===== src/rtl/uart_echo_responder.sv =====
// rtl/uart_echo_responder.sv - far-end UART model: receive, check, buffer and echo bytes XOR-ed with a mask
module uart_echo_responder #(
  parameter int FIFO_DEPTH = 4
) (
  input  logic        clk,
  input  logic        rst,
  input  logic [15:0] baud_div,
  input  logic        par_en,
  input  logic        par_odd,
  input  logic        rx_en,
  input  logic        tx_en,
  input  logic [7:0]  xor_mask,
  input  logic        rx,
  output logic        tx,
  output logic        busy,
  output logic [15:0] rx_cnt,
  output logic [7:0]  err_cnt,
  output logic [7:0]  state
);

  localparam int AW = (FIFO_DEPTH > 1) ? $clog2(FIFO_DEPTH) : 1;
  localparam logic [AW:0] DEPTH = (AW+1)'(FIFO_DEPTH);

  typedef enum logic [2:0] {S_IDLE, S_START, S_DATA, S_PARITY, S_STOP} fsm_t;

  fsm_t        rx_st, tx_st;
  logic        rx_s1, rx_s2, rx_prev;
  logic [15:0] rx_div, rx_ctr, tx_div, tx_ctr;
  logic [2:0]  rx_bit, tx_bit;
  logic [7:0]  rx_sh, tx_sh;
  logic        rx_pen, rx_podd, rx_pbad;
  logic        tx_pen, tx_pbit;
  logic [7:0]  fifo_mem [FIFO_DEPTH];
  logic [AW-1:0] wr_ptr, rd_ptr;
  logic [AW:0] fifo_cnt;
  logic        overrun, par_err, frm_err;

  logic rx_tc, tx_tc, rx_done, rx_good, fifo_full, fifo_empty, pop, push;
  logic [7:0] head;

  assign rx_tc      = (rx_ctr == 16'd1);
  assign tx_tc      = (tx_ctr == 16'd1);
  assign rx_done    = (rx_st == S_STOP) && rx_tc;
  assign rx_good    = rx_done && rx_s2 && !rx_pbad;
  assign fifo_full  = (fifo_cnt == DEPTH);
  assign fifo_empty = (fifo_cnt == '0);
  assign pop        = (tx_st == S_IDLE) && tx_en && !fifo_empty;
  // a full FIFO still accepts the byte when the same cycle pops the head
  assign push       = rx_good && (!fifo_full || pop);
  assign head       = fifo_mem[rd_ptr] ^ xor_mask;

  assign busy  = (rx_st != S_IDLE) || (tx_st != S_IDLE);
  assign state = {rx_st != S_IDLE, tx_st != S_IDLE, fifo_full, fifo_empty,
                  1'b0, overrun, par_err, frm_err};

  always_ff @(posedge clk) begin
    if (!rst) begin
      rx_s1   <= 1'b1;
      rx_s2   <= 1'b1;
      rx_prev <= 1'b1;
      rx_st   <= S_IDLE;
      rx_ctr  <= '0;
      rx_div  <= '0;
      rx_bit  <= '0;
      rx_sh   <= '0;
      rx_pen  <= 1'b0;
      rx_podd <= 1'b0;
      rx_pbad <= 1'b0;
    end else begin
      rx_s1   <= rx;
      rx_s2   <= rx_s1;
      rx_prev <= rx_s2;
      case (rx_st)
        S_IDLE: begin
          if (rx_en && rx_prev && !rx_s2) begin
            rx_st   <= S_START;
            rx_div  <= baud_div;
            rx_ctr  <= {1'b0, baud_div[15:1]};
            rx_pen  <= par_en;
            rx_podd <= par_odd;
            rx_pbad <= 1'b0;
            rx_bit  <= '0;
          end
        end
        default: begin
          if (!rx_tc) begin
            rx_ctr <= rx_ctr - 16'd1;
          end else begin
            rx_ctr <= rx_div;
            case (rx_st)
              S_START: rx_st <= rx_s2 ? S_IDLE : S_DATA;
              S_DATA: begin
                rx_sh  <= {rx_s2, rx_sh[7:1]};
                rx_bit <= rx_bit + 3'd1;
                if (rx_bit == 3'd7) rx_st <= rx_pen ? S_PARITY : S_STOP;
              end
              S_PARITY: begin
                rx_pbad <= (rx_s2 != (^rx_sh ^ rx_podd));
                rx_st   <= S_STOP;
              end
              default: rx_st <= S_IDLE;
            endcase
          end
        end
      endcase
    end
  end

  always_ff @(posedge clk) begin
    if (!rst) begin
      rx_cnt   <= '0;
      err_cnt  <= '0;
      overrun  <= 1'b0;
      par_err  <= 1'b0;
      frm_err  <= 1'b0;
      wr_ptr   <= '0;
      rd_ptr   <= '0;
      fifo_cnt <= '0;
    end else begin
      if (rx_good) rx_cnt <= rx_cnt + 16'd1;
      if (rx_good && fifo_full && !pop) overrun <= 1'b1;
      if (rx_done && !rx_good) begin
        if (err_cnt != 8'hFF) err_cnt <= err_cnt + 8'd1;
        if (rx_pbad) par_err <= 1'b1;
        if (!rx_s2) frm_err <= 1'b1;
      end
      if (push) begin
        fifo_mem[wr_ptr] <= rx_sh;
        wr_ptr <= wr_ptr + 1'b1;
      end
      if (pop) rd_ptr <= rd_ptr + 1'b1;
      fifo_cnt <= fifo_cnt + (AW+1)'(push) - (AW+1)'(pop);
    end
  end

  always_ff @(posedge clk) begin
    if (!rst) begin
      tx_st   <= S_IDLE;
      tx      <= 1'b1;
      tx_ctr  <= '0;
      tx_div  <= '0;
      tx_bit  <= '0;
      tx_sh   <= '0;
      tx_pen  <= 1'b0;
      tx_pbit <= 1'b0;
    end else begin
      case (tx_st)
        S_IDLE: begin
          tx <= 1'b1;
          if (pop) begin
            tx_sh   <= head;
            tx_pbit <= ^head ^ par_odd;
            tx_pen  <= par_en;
            tx_div  <= baud_div;
            tx_ctr  <= baud_div;
            tx      <= 1'b0;
            tx_st   <= S_START;
          end
        end
        default: begin
          if (!tx_tc) begin
            tx_ctr <= tx_ctr - 16'd1;
          end else begin
            tx_ctr <= tx_div;
            case (tx_st)
              S_START: begin
                tx     <= tx_sh[0];
                tx_bit <= '0;
                tx_st  <= S_DATA;
              end
              S_DATA: begin
                tx_sh  <= tx_sh >> 1;
                tx_bit <= tx_bit + 3'd1;
                if (tx_bit == 3'd7) begin
                  tx    <= tx_pen ? tx_pbit : 1'b1;
                  tx_st <= tx_pen ? S_PARITY : S_STOP;
                end else begin
                  tx <= tx_sh[1];
                end
              end
              S_PARITY: begin
                tx    <= 1'b1;
                tx_st <= S_STOP;
              end
              default: tx_st <= S_IDLE;
            endcase
          end
        end
      endcase
    end
  end

endmodule

===== config.mk =====
export PLATFORM = sky130hd
export DESIGN_NAME = uart_echo_responder
export DESIGN_NICKNAME = d
export VERILOG_FILES = /design/src/rtl/uart_echo_responder.sv
export SDC_FILE = /design/constraint.sdc
export NUM_CORES = 1
export LEC_CHECK = 0
export CORE_MARGIN = 2
export CORE_UTILIZATION = 56
export DETAILED_ROUTE_END_ITERATION = 8
export GPL_TIMING_DRIVEN = 0
export PLACE_DENSITY = 0.77
export SLEW_MARGIN = 0
export SYNTH_ARGS = -nofsm -noshare
export SYNTH_HDL_FRONTEND = slang
export SYNTH_SLANG_ARGS = --single-unit

===== constraint.sdc =====
create_clock -name clk -period 4.88 [get_ports clk]
set_input_delay 1.464 -clock clk [delete_from_list [all_inputs] [get_ports clk]]
set_output_delay 1.464 -clock clk [all_outputs]
set_load 0.05 [all_outputs]

== Word-level counts from Yosys, hierarchy flattened ==
Memory sizes are Yosys's and may differ from the RTL's. A register that Yosys moved wholly into a read port is not among the register bits.
Index checks and enable logic that the tools add are counted.
Word-level totals
  bits in writable memories: 32
  memories: 1
  logic and storage cells: 151
  input bits: 31
  register bits after elaboration: 135
Memory list
  fifo_mem: words 4, width 8, read ports 1, clocked after memory_dff 1, wr ports 1, line 33  | logic [7:0] fifo_mem [FIFO_DEPTH];
Cells by class
  bitwise logic cells: 6
  add/sub/neg operators: 10
  muxes and demuxes: 43
  reduce and logical (&&, ||, !) cells: 46
  equal/unequal tests: 18
Operators with widths (count)
  $mux W16: 6
  $mux W3: 14
  $eq A16 B1 Y1 const B: 2
  $mux W8: 4
  $sub A16 B1 Y16 const B: 2
  $reduce_and A3 Y1: 7
  $pmux W3 S3: 2
  $add A16 B1 Y16 const B: 1
  $reduce_xor A8 Y1: 2
  $eq A3 B2 Y1 const B: 4
  $eq A3 B3 Y1 const B: 4
  $mux W1: 12
  $reduce_and A2 Y1: 6
  $reduce_bool A2 Y1: 6
  $logic_and A1 B1 Y1: 11
  $logic_not A3 Y1: 3
  $add A8 B1 Y8 const B: 1
  $ne A8 B8 Y1 const B: 1
  $xor A8 B8 Y8: 1
  $add A3 B1 Y3 const B: 2
  $eq A3 B1 Y1 const B: 2
  $logic_not A1 Y1: 6
  $mux W2: 3
  $pmux W3 S2: 1
  other kinds (13): 20

== Depth between registers and ports, before layout ==
Gate-level depths: netlist of the first run.
  depth in word-level cells: 8
  gate-level depth with buffers: 14
  depth with buffers taken out: 13

== Least setup slack after synthesis of the first run ==
Ideal clock, no wire load.
  kind: input-to-reg
  start: input tx_en
  end: register fifo_cnt[2]
  path slack: 1.426 ns
  setup time: 0.115 ns
  data required time: 4.765 ns
  stages: 11
  arrival: 3.339 ns
  cell sequence: o31ai_2 -> or2_2 -> clkbuf_1 -> clkbuf_1 -> nand2_1 -> nand2_1 -> ha_1 -> fa_1 -> xnor2_1 -> xnor2_1 -> and2_1
On the way
  cells in the longest elaborated chain, start to end: 6
RTL lines
  from (decl): line 11  | input logic tx_en,
  $logic_and A1 B1 Y1 (*) (2 in series): line 47  | assign pop = (tx_st == S_IDLE) && tx_en && !fifo_empty;
  $logic_or A1 B1 Y1: line 49  | assign push = rx_good && (!fifo_full || pop);
  $logic_and A1 B1 Y1: line 49
  $add A3 B1 Y3: line 132  | fifo_cnt <= fifo_cnt + (AW+1)'(push) - (AW+1)'(pop);
  $sub A3 B1 Y3 (*): line 132
  to (signal assigned): line 132
  to (decl): line 35  | logic [AW:0] fifo_cnt;
Mark *: on every way between the ends. The rest lies on a longest branch, timed or not.
A chain may end at the register's enable or synchronous reset.

== Worst setup path in the final report of the first run ==
  start: register tx_st[2]
  end: output busy
On the way
  cells in the longest elaborated chain, start to end: 2
RTL lines
  from (decl): line 26  | fsm_t rx_st, tx_st;
  from (signal assigned): line 176  | tx_st <= tx_pen ? S_PARITY : S_STOP;
  $reduce_bool A3 Y1: line 52  | assign busy = (rx_st != S_IDLE) || (tx_st != S_IDLE);
  $logic_or A1 B1 Y1: line 52
  to (decl): line 15  | output logic busy,
Every way passes these cells.

==> impl_metrics.ini, run 1 <==
[status]
outcome = finished, final reports clean

[layout]
postLayoutCoreUtil = 0.676
layout-drive-gt1-share = 0.0681
multi_input_area_um2 = 4420
nets = 1032
diodes = 0
seq_area_um2 = 3700
fill_cells = 1154
syn2layout_area_growth_pct = 17.3
final_cell_area_um2 = 9860
final_cells = 1182

[synthesis]
synth.area.top_cells = dfxtp_1 (33%), edfxtp_1 (11%), nand2_1 (6.9%)
ys_warn_count = 0
yosysTopAreaCell = dfxtp_1
ys_async_sr_fraction = 0
synth_flop_cell = dfxtp_1
synthCells = 903
synth_edf_count = 32
syn-num-nets = 950
ys_types = 60
yosys-top-cells-count = nand2_1 (155), dfxtp_1 (137), nor2_1 (68)
ys_ff_latch = 169
synth.top_cell.area_share = 0.326
avgSynthCellArea_um2 = 9.30
syn_area_um2 = 8400
seq_area_frac_synth = 0.441
synth_most_common_cell = nand2_1

[worst_setup_path]
path_class = flip-flop to output port
crit_required_ns = 3.42
arrival_ns = 3.03
cp-end-kind = output port
crit_fanout = 10
rrSetupSlack_ns = 1.41
critPathLaunchType = flip-flop

[clocking]
cts-root-buf = clkbuf_16
cts_buffer_depth = 2
clock_sinks = 169
hold_buffers = 0
cts_tree = built
insertion_delay_ns = 0.43
cts_buffers = 17
postCtsSetupBuffers = 0
h-tree-depth = 4
clk_pin_slew_worst_paths_ns = 0.06

[detailed_routing]
drt_iter0_markers = 536
wl_met3_um = 1280
ant_nets = 0
dr.pass1.iters = 7
wl_met2_um = 9070
top_layer = met4
route.detailed.drc = 0
wl_per_cell_um = 16.9
routed_wl_um = 20000
vias = 6703
m1WireLength_um = 9350
drt-vias-per-instance = 5.67

[run]
maxCapViolations = 0

[sta]
finalCriticalPeriod_ns = 4.49
grt_setup_unrepaired = false
period_share = 0.921
clock_skew_ns = 0.00821
setup-tns-final_ns = 0
whs_ns = 0.408
hold_viol_final = 0
relSlewSlack = 0.415
fmax_mhz = 223
worstMarginPinSlew_ns = 0.871
maxSlewViolCount = 0
setup_ws_ns = 0.386
setup_viol = 0

[pwr]
switching_power_mw = 1.64
p_sw_frac = 0.349
p_clk_frac = 0.286
p_int_mw = 3.06
p_comb_frac = 0.347
p_per_area_nw_per_um2 = 477
power_mw = 4.70
vdd_drop_max_mv = 0.275
p_leak_nw = 3.98
p_seq_frac = 0.367

[global_routing]
antenna_found_initial = 0
gr-total-overflow = 0
grt_max_degree = 17
grt_pass1_wl_um = 32900
globalRouteTotalUtil = 0.259
grt_pass1_vias = 6289

[place]
dp_hpwl_um = 14200
place_ws_ns = 0.432
postPlaceCellArea_um2 = 9260
placed_cells = 1150
gp_congestion = 0.913
portBuffers = 63

[floorplanning]
io_pins = 65
initial_core_util = 0.576
coreArea_um2 = 14600
fp.dieW_um = 126
die_h_um = 126
placementRows = 44
die_area_um2 = 16000

[worst_hold_path]
hold_path.class = flip-flop to flip-flop
kinds of logic (layout without fill, tap and decap cells):
family | Yosys count | after routing | synth area share
AO/OA/AOI/OAI | 167 | 167 | 0.142
XOR/XNOR | 70 | 70 | 0.0779
adder cells (fa/ha/maj) | 16 | 16 | 0.0247
buffers and inverters | 67 | 162 | 0.0340
flip-flops | 169 | 169 | 0.441
multiplexers | 45 | 45 | 0.0661
other | 1 | 1 | 0.000446
AND/OR/NAND/NOR | 368 | 368 | 0.214
timing repair:
action                                  in CTS  in global routing
gates resized for setup                      0                  1
endpoints found under the setup margin       0                  1
hold endpoints to repair                     0                  0
registers in the layout, summed over array words and instances, names as in the netlist, 2 cells and up, named ones only:
signal / count
fifo_mem: 32
rx_cnt: 16
rx_ctr: 16
rx_div: 16
tx_ctr: 16
tx_div: 16
err_cnt: 8
rx_sh: 8
tx_sh: 8
fifo_cnt: 3
rx_bit: 3
rx_st: 3
tx_bit: 3
tx_st: 3
rd_ptr: 2
wr_ptr: 2
cell usage in the layout (no fill, tap or decap), types with 4 or more instances in the layout:
| cell | n |
|---|---|
| nor3_1 | 13 |
| o211a_1 | 9 |
| buf_4 | 6 |
| o21ai_0 | 22 |
| clkinvlp_4 | 5 |
| nor3b_1 | 6 |
| a211o_1 | 8 |
| or3_1 | 6 |
| or4_1 | 4 |
| nand2b_1 | 6 |
| and2_1 | 34 |
| edfxtp_1 | 32 |
| xor2_1 | 24 |
| xnor2_1 | 43 |
| inv_1 | 12 |
| clkbuf_16 | 17 |
| a21boi_0 | 61 |
| clkdlybuf4s50_1 | 63 |
| mux2_2 | 4 |
| nand2_1 | 155 |
| a21oi_1 | 19 |
| dfxtp_1 | 137 |
| mux2i_1 | 33 |
| clkbuf_1 | 44 |
| o21a_1 | 18 |
| nor4_1 | 8 |
| ha_1 | 15 |
| nor2_1 | 68 |
| a211oi_1 | 15 |
| and3_1 | 12 |
| nor2b_1 | 12 |
| mux4_2 | 8 |
| nand3_1 | 14 |
| nand4_1 | 13 |
power groups by stage:
stage	Sequential, mW	Combinational [mW]	Clock (mW)
floorplan	1.73	1.24	0
global placement	1.74	1.58	0
detailed placement	1.75	1.61	0
CTS	1.72	1.62	1.36
global route	1.74	1.79	1.42
finish	1.72	1.63	1.34
worst max-delay path: stages (launching register included):
cell	delay, ns
dfxtp_1	0.30
clkbuf_1	0.21
nor3_4	0.39
clkbuf_1	0.45
clkbuf_1	0.42
nand2_1	0.11
clkdlybuf4s50_1	0.72
final timing paths:
check	from	endpoint	depth (start not counted)
worst min-delay path	rx_s1	rx_s2	1
worst max-delay path	tx_st[2]	busy	6
worst max register to register	tx_st[2]	fifo_cnt[2]	13
worst min register to register	rx_s1	rx_s2	1
layout make-up:
| cell class | count | area share |
|---|---|---|
| Buffer | 54 | 0.0240 |
| Clock buffer | 18 | 0.0446 |
| Clock inverter | 14 | 0.0151 |
| Inverter | 13 | 0.00495 |
| Multi-Input combinational cell | 667 | 0.448 |
| Sequential cell | 169 | 0.376 |
| Tap cell | 184 | 0.0234 |
| Timing Repair Buffer | 63 | 0.0640 |
per-layer routing:
metal,up-vias,global-route usage
li1,3291,-
met1,3205,0.369
met5,-,0
met3,22,0.0506
met4,0,0.0711
met2,185,0.405
Power figures use the tool's default switching activity.
==> run 2, diff against run 1 <==
--- a/config.mk
+++ b/config.mk
@@ -6,10 +6,11 @@
 export NUM_CORES = 1
 export LEC_CHECK = 0
 export CORE_MARGIN = 2
-export CORE_UTILIZATION = 56
+export CORE_UTILIZATION = 53
+export CTS_CLUSTER_SIZE = 20
 export DETAILED_ROUTE_END_ITERATION = 8
 export GPL_TIMING_DRIVEN = 0
-export PLACE_DENSITY = 0.77
+export PLACE_DENSITY = 0.76
 export SLEW_MARGIN = 0
 export SYNTH_ARGS = -nofsm -noshare
 export SYNTH_HDL_FRONTEND = slang
==> constraint.sdc (replaced) <==
create_clock -name clk -period 4 [get_ports clk]
set_input_delay 1.2 -clock clk [delete_from_list [all_inputs] [get_ports clk]]
set_output_delay 1.2 -clock clk [all_outputs]
set_load 0.05 [all_outputs]
==> run 2 against run 1 <==
Compared with the run above: clock-buffer cell count fell by 1; first-iteration DRC count is 2.4% lower; global-route usage fell by 0.68 points; clock power rose by 20%; core utilization shrank 4.7 points; via count up 1.0%; critical path depth unchanged; hold slack better by 0.031 ns; register-to-register slack worse by 0.88 ns; routed wire length grew 3.1%; cell area is 0.25% higher; non-clock buffer count stayed put; critical path type unchanged; critical endpoint unchanged.
==> impl_metrics.ini, run 2 (synthesized netlist as in run 1, its figures left out) <==
[detailed_routing]
wl_per_cell_um = 16.9
vias = 6770
ant_nets = 0
dr.pass1.iters = 5
drt_iter0_markers = 523
routed_wl_um = 20600
drt-vias-per-instance = 5.58
route.detailed.drc = 0

[sta]
fmax_mhz = 262
whs_ns = 0.440
grt_setup_unrepaired = false
setup_viol = 0
relSlewSlack = 0.413
maxSlewViolCount = 0
finalCriticalPeriod_ns = 3.81
period_share = 0.953
setup_ws_ns = 0.188
setup-tns-final_ns = 0
clock_skew_ns = 0.00806
hold_viol_final = 0
worstMarginPinSlew_ns = 0.873

[layout]
seq_area_um2 = 3700
final_cells = 1214
final_common_cell = nand2_1
postLayoutCoreUtil = 0.629
nets = 1032
largest_register = fifo_mem
syn2layout_area_growth_pct = 17.6
multi_input_area_um2 = 4420
final_cell_mix = nand2_1 (155), dfxtp_1 (137), nor2_1 (68)
layout-drive-gt1-share = 0.0711
fill_cells = 1316
diodes = 0
final_cell_area_um2 = 9880
largest_reg_flops = 32

[pwr]
power_mw = 5.73
vdd_drop_max_mv = 0.344
p_leak_nw = 4.01
p_per_area_nw_per_um2 = 580

[floorplanning]
placementRows = 46
die_area_um2 = 16900
initial_core_util = 0.535
io_pins = 65
die_h_um = 130
fp.dieW_um = 130
coreArea_um2 = 15700

[place]
dp_hpwl_um = 14300
portBuffers = 63
placed_cells = 1182
gp_congestion = 0.871
postPlaceCellArea_um2 = 9300
place_ws_ns = -0.127

[worst_setup_path]
cp.depth = 6
crit_buf_inv = 4
path_cells = clkbuf_1, nor3_4, clkbuf_2, clkbuf_1, nand2_1, dlygate4sd2_1
crit_fanout = 10
cp_common_cell = clkbuf_1
critPathMaxStageDelay_ns = 0.44
crit_slowest_cell = dlygate4sd2_1
ff2ff_path_depth = 11
cp-end-kind = output port
critPathTopFamily = buffers and inverters
crit_required_ns = 2.80
critPathLaunchType = flip-flop
path_class = flip-flop to output port
arrival_ns = 2.61

[worst_hold_path]
hold_path.class = flip-flop to flip-flop
hold_depth = 1

[clocking]
postCtsSetupBuffers = 0
clock_sinks = 169
cts_buffers = 17
cts_tree = built
hold_buffers = 0
h-tree-depth = 4
clk_pin_slew_worst_paths_ns = 0.07
cts_buffer_depth = 2
insertion_delay_ns = 0.44
cts-root-buf = clkbuf_16

[global_routing]
antenna_found_initial = 0
grt_max_degree = 19
globalRouteTotalUtil = 0.252
grt_pass1_wl_um = 33000
grt_pass1_vias = 6355
gr-total-overflow = 0

[run]
maxCapViolations = 0

[status]
outcome = finished, final reports clean
run 2: cell count changes in the layout (fill, tap and decap cells not counted), moves of 2 or more:
cell,before,now
bufinv_16,2,0
inv_8,0,6
clkinv_1,3,1
inv_6,2,6
clkdlybuf4s50_1,63,61
clkinvlp_4,5,1
run 2: layer usage:
layer | wire length (µm) | up-vias | GRT usage
met1 | 9420 | 3239 | 0.342
li1 | - | 3290 | -
met4 | 398 | 0 | 0.0854
met2 | 9560 | 205 | 0.399
met3 | 1200 | 36 | 0.0578
met5 | 0 | - | 0
run 2: power breakdown:
| part | leakage [nW] | switching [mW] | internal [mW] |
|---|---|---|---|
| combinational | 2.32 | 1.15 | 0.865 |
| clock | 0.281 | 0.780 | 0.833 |
| sequential | 1.41 | 0.179 | 1.92 |
run 2: path summary, 6_finish.rpt:
path	startpoint	to	slack, ns
worst max-delay path	tx_st[2]	busy	0.19
worst min register to register	rx_s1	rx_s2	0.44
worst max register to register	tx_st[2]	fifo_cnt[2]	0.53
worst min-delay path	rx_s1	rx_s2	0.44
run 2: worst register-to-register path, cell delays in order, from the launching register on:
cell and delay, ns:
dfxtp_1 0.30, clkbuf_1 0.22, nor3_4 0.37, inv_1 0.25
nor2_1 0.38, clkbuf_1 0.49, buf_2 0.36, nand2_1 0.14
fa_1 0.42, xnor2_1 0.19, xnor2_1 0.09, and2_1 0.15
run 2: layout make-up:
cell class / count / area share
Buffer: 54 / 0.0241
Clock buffer: 17 / 0.0431
Clock inverter: 15 / 0.0147
Inverter: 13 / 0.00494
Multi-Input combinational cell: 667 / 0.447
Sequential cell: 169 / 0.375
Tap cell: 216 / 0.0274
Timing Repair Buffer: 63 / 0.0639
run 2: repair_timing:
item,in CTS,in global routing
gates resized for setup,3,1
endpoints found under the hold margin,0,0
setup endpoints to repair,2,1
